## config.mk

```make
export PLATFORM = sky130hd
export DESIGN_NAME = uart_tx_arbiter_flat
export DESIGN_NICKNAME = d
export VERILOG_FILES = /design/src/rtl/uart_tx_arbiter_if.sv /design/src/rtl/uart_tx_arbiter.sv /design/src/flat_wrapper.sv
export SDC_FILE = /design/constraint.sdc
export NUM_CORES = 1
export LEC_CHECK = 0
export BUFFER_PORTS_ARGS = -buffer_cell sky130_fd_sc_hd__buf_2
export CAP_MARGIN = 10
export CORE_MARGIN = 10
export CORE_UTILIZATION = 50
export DETAILED_ROUTE_END_ITERATION = 12
export PLACE_DENSITY = 0.81
export REMOVE_ABC_BUFFERS = 1
export SLEW_MARGIN = 20
export SYNTH_ARGS = -nofsm -noshare
export SYNTH_HDL_FRONTEND = slang
export SYNTH_SLANG_ARGS = --single-unit
export TNS_END_PERCENT = 1
```

## constraint.sdc

```tcl
create_clock -name clk -period 3.38 [get_ports clk]
set_input_delay 0.338 -clock clk [delete_from_list [all_inputs] [get_ports clk]]
set_output_delay 0.338 -clock clk [all_outputs]
set_load 0.02 [all_outputs]
```

## src/rtl/uart_tx_arbiter_if.sv

```systemverilog
// Requester-side valid/ready words and transmitter-side launch signals
// shared between the word sources, the arbiter and the UART transmitter.
interface uart_tx_arbiter_if #(
    parameter int unsigned NUM_REQ    = 4,
    parameter int unsigned DATA_WIDTH = 8
) ();
    localparam int unsigned ID_W = $clog2(NUM_REQ);

    logic [NUM_REQ-1:0]            req_valid_i;
    logic [NUM_REQ*DATA_WIDTH-1:0] req_data_i;
    logic [NUM_REQ-1:0]            req_last_i;
    logic [NUM_REQ-1:0]            req_ready_o;
    logic                          tx_start_o;
    logic [DATA_WIDTH-1:0]         tx_data_o;
    logic                          tx_busy_i;
    logic [NUM_REQ-1:0]            grant_o;
    logic [ID_W-1:0]               grant_id_o;

    // Arbiter side
    modport slave (
        input  req_valid_i,
        input  req_data_i,
        input  req_last_i,
        input  tx_busy_i,
        output req_ready_o,
        output tx_start_o,
        output tx_data_o,
        output grant_o,
        output grant_id_o
    );

    // Word sources and transmitter side
    modport master (
        output req_valid_i,
        output req_data_i,
        output req_last_i,
        output tx_busy_i,
        input  req_ready_o,
        input  tx_start_o,
        input  tx_data_o,
        input  grant_o,
        input  grant_id_o
    );
endinterface

```

## src/rtl/uart_tx_arbiter.sv

```systemverilog
// Round-robin arbiter sharing one UART transmitter among NUM_REQ word sources;
// a grant is held until end-of-packet, a burst limit, or an idle timeout.
module uart_tx_arbiter #(
    parameter int unsigned NUM_REQ      = 4,
    parameter int unsigned DATA_WIDTH   = 8,
    parameter int unsigned MAX_BURST    = 4,
    parameter int unsigned IDLE_TIMEOUT = 16
) (
    input  logic             clk,
    input  logic             rst_n,
    uart_tx_arbiter_if.slave bus
);
    localparam int unsigned ID_W    = $clog2(NUM_REQ);
    localparam int unsigned BURST_W = $clog2(MAX_BURST + 1);
    localparam int unsigned IDLE_W  = $clog2(IDLE_TIMEOUT + 1);

    typedef enum logic [2:0] {
        S_IDLE,
        S_GRANT,
        S_LAUNCH,
        S_WAIT_BUSY,
        S_WAIT_DONE
    } state_e;

    state_e                 state_q;
    state_e                 state_d;

    logic [NUM_REQ-1:0]     grant_q;
    logic [ID_W-1:0]        owner_q;
    logic [ID_W-1:0]        ptr_q;
    logic [DATA_WIDTH-1:0]  tx_data_q;
    logic                   last_q;
    logic [BURST_W-1:0]     burst_q;
    logic [IDLE_W-1:0]      idle_q;

    logic [DATA_WIDTH-1:0]  words [NUM_REQ];
    logic [ID_W-1:0]        sel_id;
    logic [ID_W-1:0]        ptr_nxt;
    int                     cand;
    logic                   any_valid;
    logic                   owner_valid;
    logic                   idle_expire;
    logic                   burst_full;

    logic                   ready_en_c;
    logic                   tx_start_c;
    logic                   grant_load;
    logic                   word_take;
    logic                   idle_tick;
    logic                   idle_clear;
    logic                   release_c;

    // Unpack the flat data bus into one word per requester
    always_comb begin
        for (int i = 0; i < int'(NUM_REQ); i++) begin
            words[i] = bus.req_data_i[i*DATA_WIDTH +: DATA_WIDTH];
        end
    end

    // First valid requester at or after the priority pointer, wrapping
    always_comb begin
        sel_id = '0;
        cand   = 0;
        for (int k = int'(NUM_REQ) - 1; k >= 0; k--) begin
            cand = int'(ptr_q) + k;
            if (cand >= int'(NUM_REQ)) begin
                cand = cand - int'(NUM_REQ);
            end
            if (bus.req_valid_i[cand]) begin
                sel_id = ID_W'(cand);
            end
        end
    end

    assign any_valid   = |bus.req_valid_i;
    assign owner_valid = bus.req_valid_i[owner_q];
    assign idle_expire = (idle_q == IDLE_W'(IDLE_TIMEOUT - 1));
    assign burst_full  = (burst_q == BURST_W'(MAX_BURST));
    assign ptr_nxt     = (owner_q == ID_W'(NUM_REQ - 1)) ? '0 : owner_q + ID_W'(1);

    // State register
    always_ff @(posedge clk) begin
        if (!rst_n) begin
            state_q <= S_IDLE;
        end else begin
            state_q <= state_d;
        end
    end

    // Next-state logic; a handshake takes precedence over the idle timeout
    always_comb begin
        state_d = state_q;
        case (state_q)
            S_IDLE: begin
                if (any_valid) state_d = S_GRANT;
            end
            S_GRANT: begin
                if (owner_valid)      state_d = S_LAUNCH;
                else if (idle_expire) state_d = S_IDLE;
            end
            S_LAUNCH: begin
                state_d = S_WAIT_BUSY;
            end
            S_WAIT_BUSY: begin
                if (bus.tx_busy_i) state_d = S_WAIT_DONE;
            end
            S_WAIT_DONE: begin
                if (!bus.tx_busy_i) begin
                    state_d = (last_q || burst_full) ? S_IDLE : S_GRANT;
                end
            end
            default: begin
                state_d = S_IDLE;
            end
        endcase
    end

    // Output decode and datapath strobes
    always_comb begin
        ready_en_c = 1'b0;
        tx_start_c = 1'b0;
        grant_load = 1'b0;
        word_take  = 1'b0;
        idle_tick  = 1'b0;
        idle_clear = 1'b0;
        release_c  = 1'b0;
        case (state_q)
            S_IDLE: begin
                grant_load = any_valid;
            end
            S_GRANT: begin
                ready_en_c = 1'b1;
                if (owner_valid)      word_take = 1'b1;
                else if (idle_expire) release_c = 1'b1;
                else                  idle_tick = 1'b1;
            end
            S_LAUNCH: begin
                tx_start_c = 1'b1;
            end
            S_WAIT_DONE: begin
                if (!bus.tx_busy_i) begin
                    if (last_q || burst_full) release_c  = 1'b1;
                    else                      idle_clear = 1'b1;
                end
            end
            default: begin
                ready_en_c = 1'b0;
            end
        endcase
    end

    // Grant, word capture and counters; release clears everything but ptr
    always_ff @(posedge clk) begin
        if (!rst_n) begin
            grant_q   <= '0;
            owner_q   <= '0;
            ptr_q     <= '0;
            tx_data_q <= '0;
            last_q    <= 1'b0;
            burst_q   <= '0;
            idle_q    <= '0;
        end else begin
            if (grant_load) begin
                grant_q <= NUM_REQ'(1) << sel_id;
                owner_q <= sel_id;
                burst_q <= '0;
                idle_q  <= '0;
            end
            if (word_take) begin
                tx_data_q <= words[owner_q];
                last_q    <= bus.req_last_i[owner_q];
                burst_q   <= burst_q + BURST_W'(1);
                idle_q    <= '0;
            end
            if (idle_tick) begin
                idle_q <= idle_q + IDLE_W'(1);
            end
            if (idle_clear) begin
                idle_q <= '0;
            end
            if (release_c) begin
                ptr_q   <= ptr_nxt;
                grant_q <= '0;
                owner_q <= '0;
                last_q  <= 1'b0;
                burst_q <= '0;
                idle_q  <= '0;
            end
        end
    end

    assign bus.req_ready_o = ready_en_c ? grant_q : '0;
    assign bus.tx_start_o  = tx_start_c;
    assign bus.tx_data_o   = tx_data_q;
    assign bus.grant_o     = grant_q;
    assign bus.grant_id_o  = owner_q;

endmodule

```

## src/flat_wrapper.sv

```systemverilog
// flat-port wrapper written by rule: the top's interface ports become plain ports
module uart_tx_arbiter_flat 
#(
    parameter int unsigned NUM_REQ      = 4,
    parameter int unsigned DATA_WIDTH   = 8,
    parameter int unsigned MAX_BURST    = 4,
    parameter int unsigned IDLE_TIMEOUT = 16
)
  (clk, rst_n, bus_req_valid_i, bus_req_data_i, bus_req_last_i, bus_tx_busy_i, bus_req_ready_o, bus_tx_start_o, bus_tx_data_o, bus_grant_o, bus_grant_id_o);
  uart_tx_arbiter_if #(.NUM_REQ(NUM_REQ), .DATA_WIDTH(DATA_WIDTH)) bus_i ();
  input  logic clk;
  input  logic rst_n;
  input wire logic [$bits(bus_i.req_valid_i)-1:0] bus_req_valid_i;
  input wire logic [$bits(bus_i.req_data_i)-1:0] bus_req_data_i;
  input wire logic [$bits(bus_i.req_last_i)-1:0] bus_req_last_i;
  input wire logic [$bits(bus_i.tx_busy_i)-1:0] bus_tx_busy_i;
  output wire logic [$bits(bus_i.req_ready_o)-1:0] bus_req_ready_o;
  output wire logic [$bits(bus_i.tx_start_o)-1:0] bus_tx_start_o;
  output wire logic [$bits(bus_i.tx_data_o)-1:0] bus_tx_data_o;
  output wire logic [$bits(bus_i.grant_o)-1:0] bus_grant_o;
  output wire logic [$bits(bus_i.grant_id_o)-1:0] bus_grant_id_o;
  assign bus_i.req_valid_i = bus_req_valid_i;
  assign bus_i.req_data_i = bus_req_data_i;
  assign bus_i.req_last_i = bus_req_last_i;
  assign bus_i.tx_busy_i = bus_tx_busy_i;
  assign bus_req_ready_o = bus_i.req_ready_o;
  assign bus_tx_start_o = bus_i.tx_start_o;
  assign bus_tx_data_o = bus_i.tx_data_o;
  assign bus_grant_o = bus_i.grant_o;
  assign bus_grant_id_o = bus_i.grant_id_o;
  uart_tx_arbiter #(.NUM_REQ(NUM_REQ), .DATA_WIDTH(DATA_WIDTH), .MAX_BURST(MAX_BURST), .IDLE_TIMEOUT(IDLE_TIMEOUT)) u_core (.clk(clk), .rst_n(rst_n), .bus(bus_i));
endmodule
```

Word level (Yosys, flattened, before mapping)
Index checks and enable logic that the tools add are counted.
W data, S select, Z words.
{"block": "classes", "add_sub_neg": 10, "order_cmp": 10, "eq_ne": 11, "shift": 1, "n_mux": 57, "n_bitwise": 2, "reduce_logical": 8}
{"cell": "$lt A32 B4 Y1 const B", "n": 4}
{"cell": "$mux W32", "n": 4}
{"cell": "$ge A32 B4 Y1 const B", "n": 3}
{"cell": "$sub A32 B4 Y32 const B", "n": 3}
{"cell": "$mux W1", "n": 26}
{"cell": "$mux W3", "n": 7}
{"cell": "$bmux W8 S2", "n": 1}
{"cell": "$mux W8", "n": 2}
{"cell": "$mux W5", "n": 3}
{"cell": "$pmux W3 S5", "n": 1}
{"cell": "$bmux W1 S2", "n": 6}
{"cell": "$mux W2", "n": 5}
{"cell": "$add A2 B2 Y3 const B", "n": 2}
{"cell": "$eq A3 B2 Y1 const B", "n": 2}
{"cell": "$eq A3 B3 Y1 const B", "n": 2}
{"cell": "$add A5 B1 Y5 const B", "n": 1}
{"cell": "$eq A5 B4 Y1 const B", "n": 1}
{"cell": "$mux W4", "n": 1}
{"cell": "$ne A2 B2 Y1 const B", "n": 2}
{"cell": "$reduce_and A4 Y1", "n": 1}
{"cell": "$reduce_or A4 Y1", "n": 1}
{"cell": "$shl A1 B2 Y4 const A", "n": 1}
{"cell": "$sub A2 B3 Y4 const B", "n": 1}
{"cell": "$add A2 B1 Y3 const B", "n": 1}
{"cell": "18 further kinds", "n": 18}
{"block": "word_totals", "ff_bits": 28, "in_bits": 43, "output_inout_bits": 19, "wordCells": 107}

Depth between registers and ports, before layout
Gate-level depths: netlist (run 1).
{"block": "depth", "depth_word": 11, "depth_mapped": 7, "depth_no_buf": 7}

Worst setup path after synthesis (run 1)
Ideal clock, no wire load.
{"block": "synth_path", "kind": "register -> register", "from": "reg u_core.owner_q[0] (netlist: u_core.bus.grant_id_o[0])", "to": "reg u_core.idle_q[3]", "setup_ns": 0.068, "t_arrival_ns": 2.047, "required_time_ns": 3.312, "setup_slack_ns": 1.264, "stages_incl_launch_ff": 6, "n_path_buf": 1, "period_less_slack_ns": 2.116, "path_cell_list": "dfxtp_1 > buf_6 > mux4_2 > or3b_4 > or3_1 > a21oi_2"}
{"block": "synth_via", "elab_chain_len": 6, "elab_cells_between_ends": 12, "cone_classes": "10 x mux; 2 x reduce/logical"}
{"item": "from (decl)", "line": "uart_tx_arbiter.sv:29", "text": "logic [ID_W-1:0] owner_q;"}
{"item": "from (signal assigned)", "line": "uart_tx_arbiter.sv:165", "text": "owner_q <= sel_id;"}
{"item": "$bmux W1 S2 (*)", "line": "uart_tx_arbiter.sv:76", "text": "assign owner_valid = bus.req_valid_i[owner_q];"}
{"item": "$mux W1 (implied by the code) (*)", "line": "uart_tx_arbiter.sv:76"}
{"item": "$mux W1", "line": "uart_tx_arbiter.sv:133", "text": "if (owner_valid) word_take = 1'b1;"}
{"item": "$mux W1", "line": "uart_tx_arbiter.sv:127", "text": "case (state_q)"}
{"item": "$mux W5", "line": "uart_tx_arbiter.sv:169", "text": "if (word_take) begin"}
{"item": "$mux W5", "line": "uart_tx_arbiter.sv:175", "text": "if (idle_tick) begin"}
{"item": "to (signal assigned)", "line": "uart_tx_arbiter.sv:176", "text": "idle_q <= idle_q + IDLE_W'(1);"}
{"item": "to (decl)", "line": "uart_tx_arbiter.sv:34", "text": "logic [IDLE_W-1:0] idle_q;"}
Mark *: on every way between the ends. The rest lies on a longest branch, timed or not. The select of a mux whose other input is x is not followed.
A chain may end at the register's enable or synchronous reset.

Final worst setup path (run 1)
{"block": "layout_path", "from": "reg u_core.state_q[0]", "to": "out bus_req_ready_o[3]"}
{"block": "layout_via", "elab_chain_len": 3}
{"item": "from (decl)", "line": "uart_tx_arbiter.sv:25", "text": "state_e state_q;"}
{"item": "from (signal assigned)", "line": "uart_tx_arbiter.sv:86", "text": "state_q <= state_d;"}
{"item": "$eq A3 B1 Y1", "line": "uart_tx_arbiter.sv:127"}
{"item": "$mux W1", "line": "uart_tx_arbiter.sv:127"}
{"item": "$mux W4", "line": "uart_tx_arbiter.sv:192", "text": "assign bus.req_ready_o = ready_en_c ? grant_q : '0;"}
{"item": "to (decl)", "line": "flat_wrapper.sv:17", "text": "output wire logic [$bits(bus_i.req_ready_o)-1:0] bus_req_ready_o;"}
No other way between the ends.

==> impl_metrics.yaml, run 1 <==
drt:
  via_per_inst: 5.59
  detail_route.wl_per_cell_microns: 14.9
  vias: 1622
  drt-initial-drc-count: 51
  ant_nets: 0
  wirelength_mm: 4.33
  drc: 0
  first_pass_iters: 4
global_routing:
  grt_max_degree: 18
  use_met2_pct: 23.2
  grt_pass1_vias: 1558
  grt_pass1_wl_mm: 7.23
  met1_usage_pct: 18.0
  gr-total-overflow: 0
  met3_usage_pct: 3.46
  busiest_layer: "met2"
  grt_antenna_before_repair: 0
  grt_usage_pct: 14.5
floorplan:
  initial_core_util_pct: 53.0
  die_h_microns: 77.3
  pin_count: 62
  fp-row-count: 20
  die_area_sq_mm: 0.00598
  core_area_sq_mm: 0.00310
  die_w_microns: 77.3
timing:
  fin_worst_skew_ps: 6.44
  max_freq_ghz: 0.424
  slew_headroom_pct: 42.8
  finalSetupTns_ps: 0
  worst_slew_pin_slew_ps: 856
  fin_ws_ps: 1020
  drv_slew: 0
  finalSetupViolCount: 0
  rsz0062_at_grt: "false"
  hold_viol: 0
  final.period_utilization_pct: 69.8
  fin_crit_ps: 2360
final_layout:
  area_growth_pct: 21.5
  final_common_cell: "buf_2"
  antennaDiodeCount: 0
  final_cell_mix: "buf_2, nand2_1, dfxtp_1"
  nNetsFinal: 295
  drive_above_1_share_pct: 32.1
  final_cells: 290
cts:
  post_cts_buffers: 0
  cts_repair_resize_count: 0
  htreeDepth: 1
  worst_skew_pair.late_latency_ps: 340
  cts_buffer_depth: 2
  clkSinkCount: 28
  cts_buffers: 3
  cts_tree: "yes"
  clk_pin_slew_worst_paths_ps: 140
  cts_hold_buf: 0
  cts_root_buf: "clkbuf_4"
synthesis:
  syn_area_per_cell_sq_um: 8.65
  yosysSeqAreaShare_pct: 34.1
  syn_area_sq_mm: 0.00164
  synth_seq_cells: 28
  synth-warning-count: 0
  synth_cells: 190
  synth_cell_types: 36
power_and_ir_drop:
  ir_drop_uv: 196
  leakagePower_uw: 0.000859
  powerDensity_mw_per_mm2: 362
placement:
  gp_congestion: 0.818
  dp_cells: 286
  portBuffers: 61
  dpl.hpwl_mm: 3.42
  pre_cts_ws_ps: 1070
worst_setup_path:
  required_ps: 3040
  r2r-start: "u_core.state_q[0]$_SDFFE_PN0P_"
  cp.arrival_ps: 2020
  start_kind: "flop"
  critPathBufInv: 1
  critPathTopFamily: "simple AND/OR/NAND/NOR gates"
  crit_type: "flop to output port"
  path_cells: "nor3b_1 > and2_1 > buf_2"
  r2r_slack_ps: 1040
  endpoint_kind: "output port"
  cp_max_fo: 12
  r2r-end: "u_core.idle_q[3]$_SDFFE_PP0P_"
  cpPeakStageDelay_ps: 750
  crit_slowest_cell: "nor3b_1"
  rr_worst_depth: 4
hold_path:
  hold_start: "bus_tx_busy_i"
  min_path_type: "input pin to flop"
  min_to: "u_core.state_q[2]$_SDFFE_PN0P_"
  whs_path_depth: 2
run_status:
  status: "finished, final reports clean"
flow_run:
  maxCapViolCount: 0
## through the flow
step	hold WS [ps]	utilization [%]	area (sq um)	total power, uW
global placement	445	63.2	1960	561
finish	289	64.4	2000	724
global route	289	64.4	2000	767
CTS	275	64.4	2000	731
detailed placement	453	63.2	1960	566
floorplan	436	-	1590	492
## final cells by class
class                           instances  area (sq um)
Sequential cell                        28           561
Timing Repair Buffer                   63           320
Fill cell                             302          1100
Clock buffer                            4          36.3
Multi-Input combinational cell        145          1000
Inverter                                6          22.5
Tap cell                               44          55.1
## synth_stat cells, drive strengths merged
cell	number	area (sq um)
a21boi	9	67.6
nor4	1	6.26
nor2	15	56.3
inv	6	22.5
a31oi	1	6.26
clkbuf	8	30.0
a211oi	1	7.51
nor3	1	5.00
nand4b	1	8.76
or3b	1	11.3
or4	2	15.0
ha	5	62.6
or4bb	1	11.3
a21oi	19	98.9
nand4	2	12.5
nand2b	5	31.3
mux4	10	229
o31ai	1	7.51
nand3	8	40.0
o21ai	5	25.0
nor3b	4	30.0
dfxtp	28	561
a211o	1	8.76
or3	1	6.26
and3	3	18.8
or2	1	6.26
nand2	32	120
and2	6	37.5
mux2i	3	30.0
buf	3	27.5
a22oi	2	15.0
o22ai	1	6.26
nand3b	3	22.5
## kinds of logic after synthesis
kind of cell               synth area share (%)
AOI/OAI and AO/OA                          14.8
adders and majority gates                  3.81
buffers and inverters                      4.87
and+or+nand+nor                            26.7
DFF                                        34.1
muxes                                      15.8
## worst max path at each step
stage	depth (start not counted)	from	endpoint	slack [ps]
after floorplan	4	u_core.bus.grant_id_o[0]$_SDFFE_PP0P_	u_core.idle_q[3]$_SDFFE_PP0P_	900
after global placement	4	u_core.state_q[0]$_SDFFE_PN0P_	u_core.idle_q[3]$_SDFFE_PP0P_	1150
after detailed placement	4	u_core.state_q[0]$_SDFFE_PN0P_	u_core.idle_q[3]$_SDFFE_PP0P_	1070
after CTS	3	u_core.state_q[0]$_SDFFE_PN0P_	bus_req_ready_o[3]	1010
after global routing	5	u_core.state_q[0]$_SDFFE_PN0P_	u_core.burst_q[2]$_SDFFE_PP0P_	730
final	3	u_core.state_q[0]$_SDFFE_PN0P_	bus_req_ready_o[3]	1020
## power by group
group	switching (uW)	internal, uW
clock	100	66.1
sequential	15.9	349
combinational	108	84.9
total	224	500
## sequential cells by signal, indices dropped and copies added, names as in the netlist
register and count:
u_core.bus.grant_id_o 2, u_core.ptr_q 2, u_core.last_q 1, u_core.state_q 3
u_core.bus.tx_data_o 8, u_core.burst_q 3, u_core.idle_q 5, u_core.bus.grant_o 4
## worst register-to-register path: cells and delay by family (launching register included)
| kind | cells | cell delay [ps] |
|---|---|---|
| AO/OA/AOI/OAI | 1 | 130 |
| flip-flops | 1 | 540 |
| AND/OR/NAND/NOR | 3 | 1620 |
## layer usage
metal / vias up / part of all wire, %
met1: 768 / 47
met2: 57 / 44
met3: 5 / 7.2
met5: - / 0
met4: 0 / 1.8
li1: 792 / -
No activity file was read; power rests on OpenSTA's default activity.
==> run 2, diff against run 1 <==
--- a/config.mk
+++ b/config.mk
@@ -5,12 +5,13 @@
 export SDC_FILE = /design/constraint.sdc
 export NUM_CORES = 1
 export LEC_CHECK = 0
+export ABC_AREA = 1
 export BUFFER_PORTS_ARGS = -buffer_cell sky130_fd_sc_hd__buf_2
 export CAP_MARGIN = 10
 export CORE_MARGIN = 10
-export CORE_UTILIZATION = 50
+export CORE_UTILIZATION = 45
 export DETAILED_ROUTE_END_ITERATION = 12
-export PLACE_DENSITY = 0.81
+export PLACE_DENSITY = 0.76
 export REMOVE_ABC_BUFFERS = 1
 export SLEW_MARGIN = 20
 export SYNTH_ARGS = -nofsm -noshare
==> constraint.sdc (replaced) <==
create_clock -name clk -period 2.07 [get_ports clk]
set_input_delay 0.207 -clock clk [delete_from_list [all_inputs] [get_ports clk]]
set_output_delay 0.207 -clock clk [all_outputs]
set_load 0.02 [all_outputs]
==> run 2 against run 1 <==
Net effect:
- sequential share of layout area shrank 2.0 points
- register-to-register slack got worse by 680 ps
- core utilization fell by 6.9 points
- flip-flop and latch count did not move
- die area is 14% higher
- critical endpoint is now u_core.idle_q[2]$_SDFFE_PP0P_
- highest routed layer unchanged
==> impl_metrics.yaml, run 2 <==
timing:
  final.period_utilization_pct: 82.7
  rsz0062_at_grt: "false"
  fin_crit_ps: 1710
  hold_viol: 0
  max_freq_ghz: 0.584
  slew_headroom_pct: 76.7
  fin_ws_ps: 358
  finalSetupTns_ps: 0
  fin_worst_skew_ps: 10.4
  worst_slew_pin_slew_ps: 349
  whs_ps: 239
  finalSetupViolCount: 0
  drv_slew: 0
power_and_ir_drop:
  leakagePower_uw: 0.00107
  p_total_uw: 1430
  ir_drop_uv: 275
  powerDensity_mw_per_mm2: 665
synthesis:
  yosys.area.top_type: "dfxtp_1"
  synth-warning-count: 0
  ys_async_sr_fraction_pct: 0
  synth_seq_cells: 28
  synth_top_area_share_pct: 31.7
  synth_common_cells: "nor2_1, nand2_1, dfxtp_1, inv_1, o21ai_0"
  synth-main-ff-cell: "dfxtp_1"
  synth_cell_types: 32
  ys_top_cells_by_area: "dfxtp_1, nor2_1, nand2_1, inv_1, o21ai_0"
  yosysSeqAreaShare_pct: 31.7
  synth.most_common_cell: "nor2_1"
  synth_cells: 275
  syn_area_sq_mm: 0.00177
  synth_edf_count: 0
  syn_area_per_cell_sq_um: 6.44
floorplan:
  fp-row-count: 22
  core_area_sq_mm: 0.00374
  die_area_sq_mm: 0.00684
  initial_core_util_pct: 47.3
  die_w_microns: 82.7
  die_h_microns: 82.7
  pin_count: 62
drt:
  first_pass_iters: 4
  drc: 0
  drt-initial-drc-count: 91
  via_per_inst: 5.03
  detail_route.wl_per_cell_microns: 12.1
  vias: 1912
  wirelength_mm: 4.62
  ant_nets: 0
cts:
  htreeDepth: 1
  clkSinkCount: 28
  cts_repair_resize_count: 0
  cts_buffers: 3
  cts_hold_buf: 0
  post_cts_buffers: 0
  cts_buffer_depth: 2
  cts_tree: "yes"
  cts_root_buf: "clkbuf_8"
  worst_skew_pair.late_latency_ps: 290
  clk_pin_slew_worst_paths_ps: 100
worst_setup_path:
  crit_type: "flop to flop"
  start_kind: "flop"
  endpoint_kind: "flop"
  cp_max_fo: 20
  cp.arrival_ps: 1940
  required_ps: 2300
hold_path:
  min_path_type: "input pin to flop"
final_layout:
  drive_above_1_share_pct: 27.1
  postLayoutCoreUtil_pct: 57.5
  largest_register_ffs: 8
  fill_cells: 381
  antennaDiodeCount: 0
  area_growth_pct: 21.5
  final_cell_mix: "nor2_1, buf_2, nand2_1"
  nNetsFinal: 381
  final_common_cell: "nor2_1"
global_routing:
  grt_antenna_before_repair: 0
  grt_max_degree: 21
  grt_pass1_wl_mm: 8.01
  grt_usage_pct: 14.3
  gr-total-overflow: 0
  grt_pass1_vias: 1913
placement:
  gp_congestion: 0.849
  portBuffers: 61
  pre_cts_ws_ps: 350
  dpl.hpwl_mm: 3.71
flow_run:
  maxCapViolCount: 0
run_status:
  status: "finished, final reports clean"
run 2: cell types whose count changed in the layout (fill, tap and decap cells not counted), sizes merged, moves of 10 or more:
| cell | change |
|---|---|
| nand3 | +10 |
| mux4 | -10 |
| nor2 | +51 |
| o21ai | +15 |
| inv | +30 |
| nand2 | +17 |
run 2: through the flow:
| step | cell area, sq um | cells |
|---|---|---|
| final | 2150 | 380 |
| after global routing | 2150 | 380 |
| after CTS | 2150 | 380 |
| after detailed placement | 2100 | 376 |
| after global placement | 2100 | 376 |
| after floorplan | 1720 | 265 |
run 2: cell type report:
cell class | instances | area, sq um | area share [%]
well taps | 48 | 60.1 | 2.79
repair buffers | 63 | 320 | 14.9
flip-flops and latches | 28 | 561 | 26.1
inverters | 36 | 140 | 6.52
multi-input cells | 201 | 1010 | 47.2
clock buffers | 4 | 55.1 | 2.56
run 2: where the power goes:
| part | total (uW) | switching (uW) | internal, uW | leakage, uW |
|---|---|---|---|---|
| sequential | 621 | 35.3 | 586 | 0.000228 |
| combinational | 459 | 294 | 165 | 0.000812 |
| clock | 351 | 180 | 171 | 0.0000288 |
run 2: kinds of logic after synthesis:
kind of cell	count (synthesis)	synth area share, %
simple gates	144	36.1
flops	28	31.7
xor+xnor	2	0.990
compound gates	50	16.7
fa+ha+maj	5	3.53
buf+inv	46	11.0
run 2: path summary, 6_finish.rpt:
check                                   end  slack [ps]                                  start  cells past startpoint
max           u_core.idle_q[2]$_SDFFE_PP0P_         360  u_core.bus.grant_id_o[0]$_SDFFE_PP0P_                      8
min          u_core.state_q[2]$_SDFFE_PN0P_         240                          bus_tx_busy_i                      3
max reg2reg   u_core.idle_q[2]$_SDFFE_PP0P_         360  u_core.bus.grant_id_o[0]$_SDFFE_PP0P_                      8
min reg2reg   u_core.idle_q[4]$_SDFFE_PP0P_         480          u_core.idle_q[4]$_SDFFE_PP0P_                      2
run 2: worst max-delay path, cell delays in order, from the launching register on:
cell and delay, ps:
dfxtp_1 460, inv_2 190, nand2_1 100, nand3_1 110, nand3_2 240, nand2_1 120
nor2_2 240, nand2_1 80, a21oi_1 120
run 2: layer usage:
metal	up-vias	share of wire [%]	global-route usage, %
met2	55	45	24.3
li1	1005	-	-
met3	5	8.9	4.75
met4	0	1.3	4.85
met1	847	45	16.3
met5	-	0	0
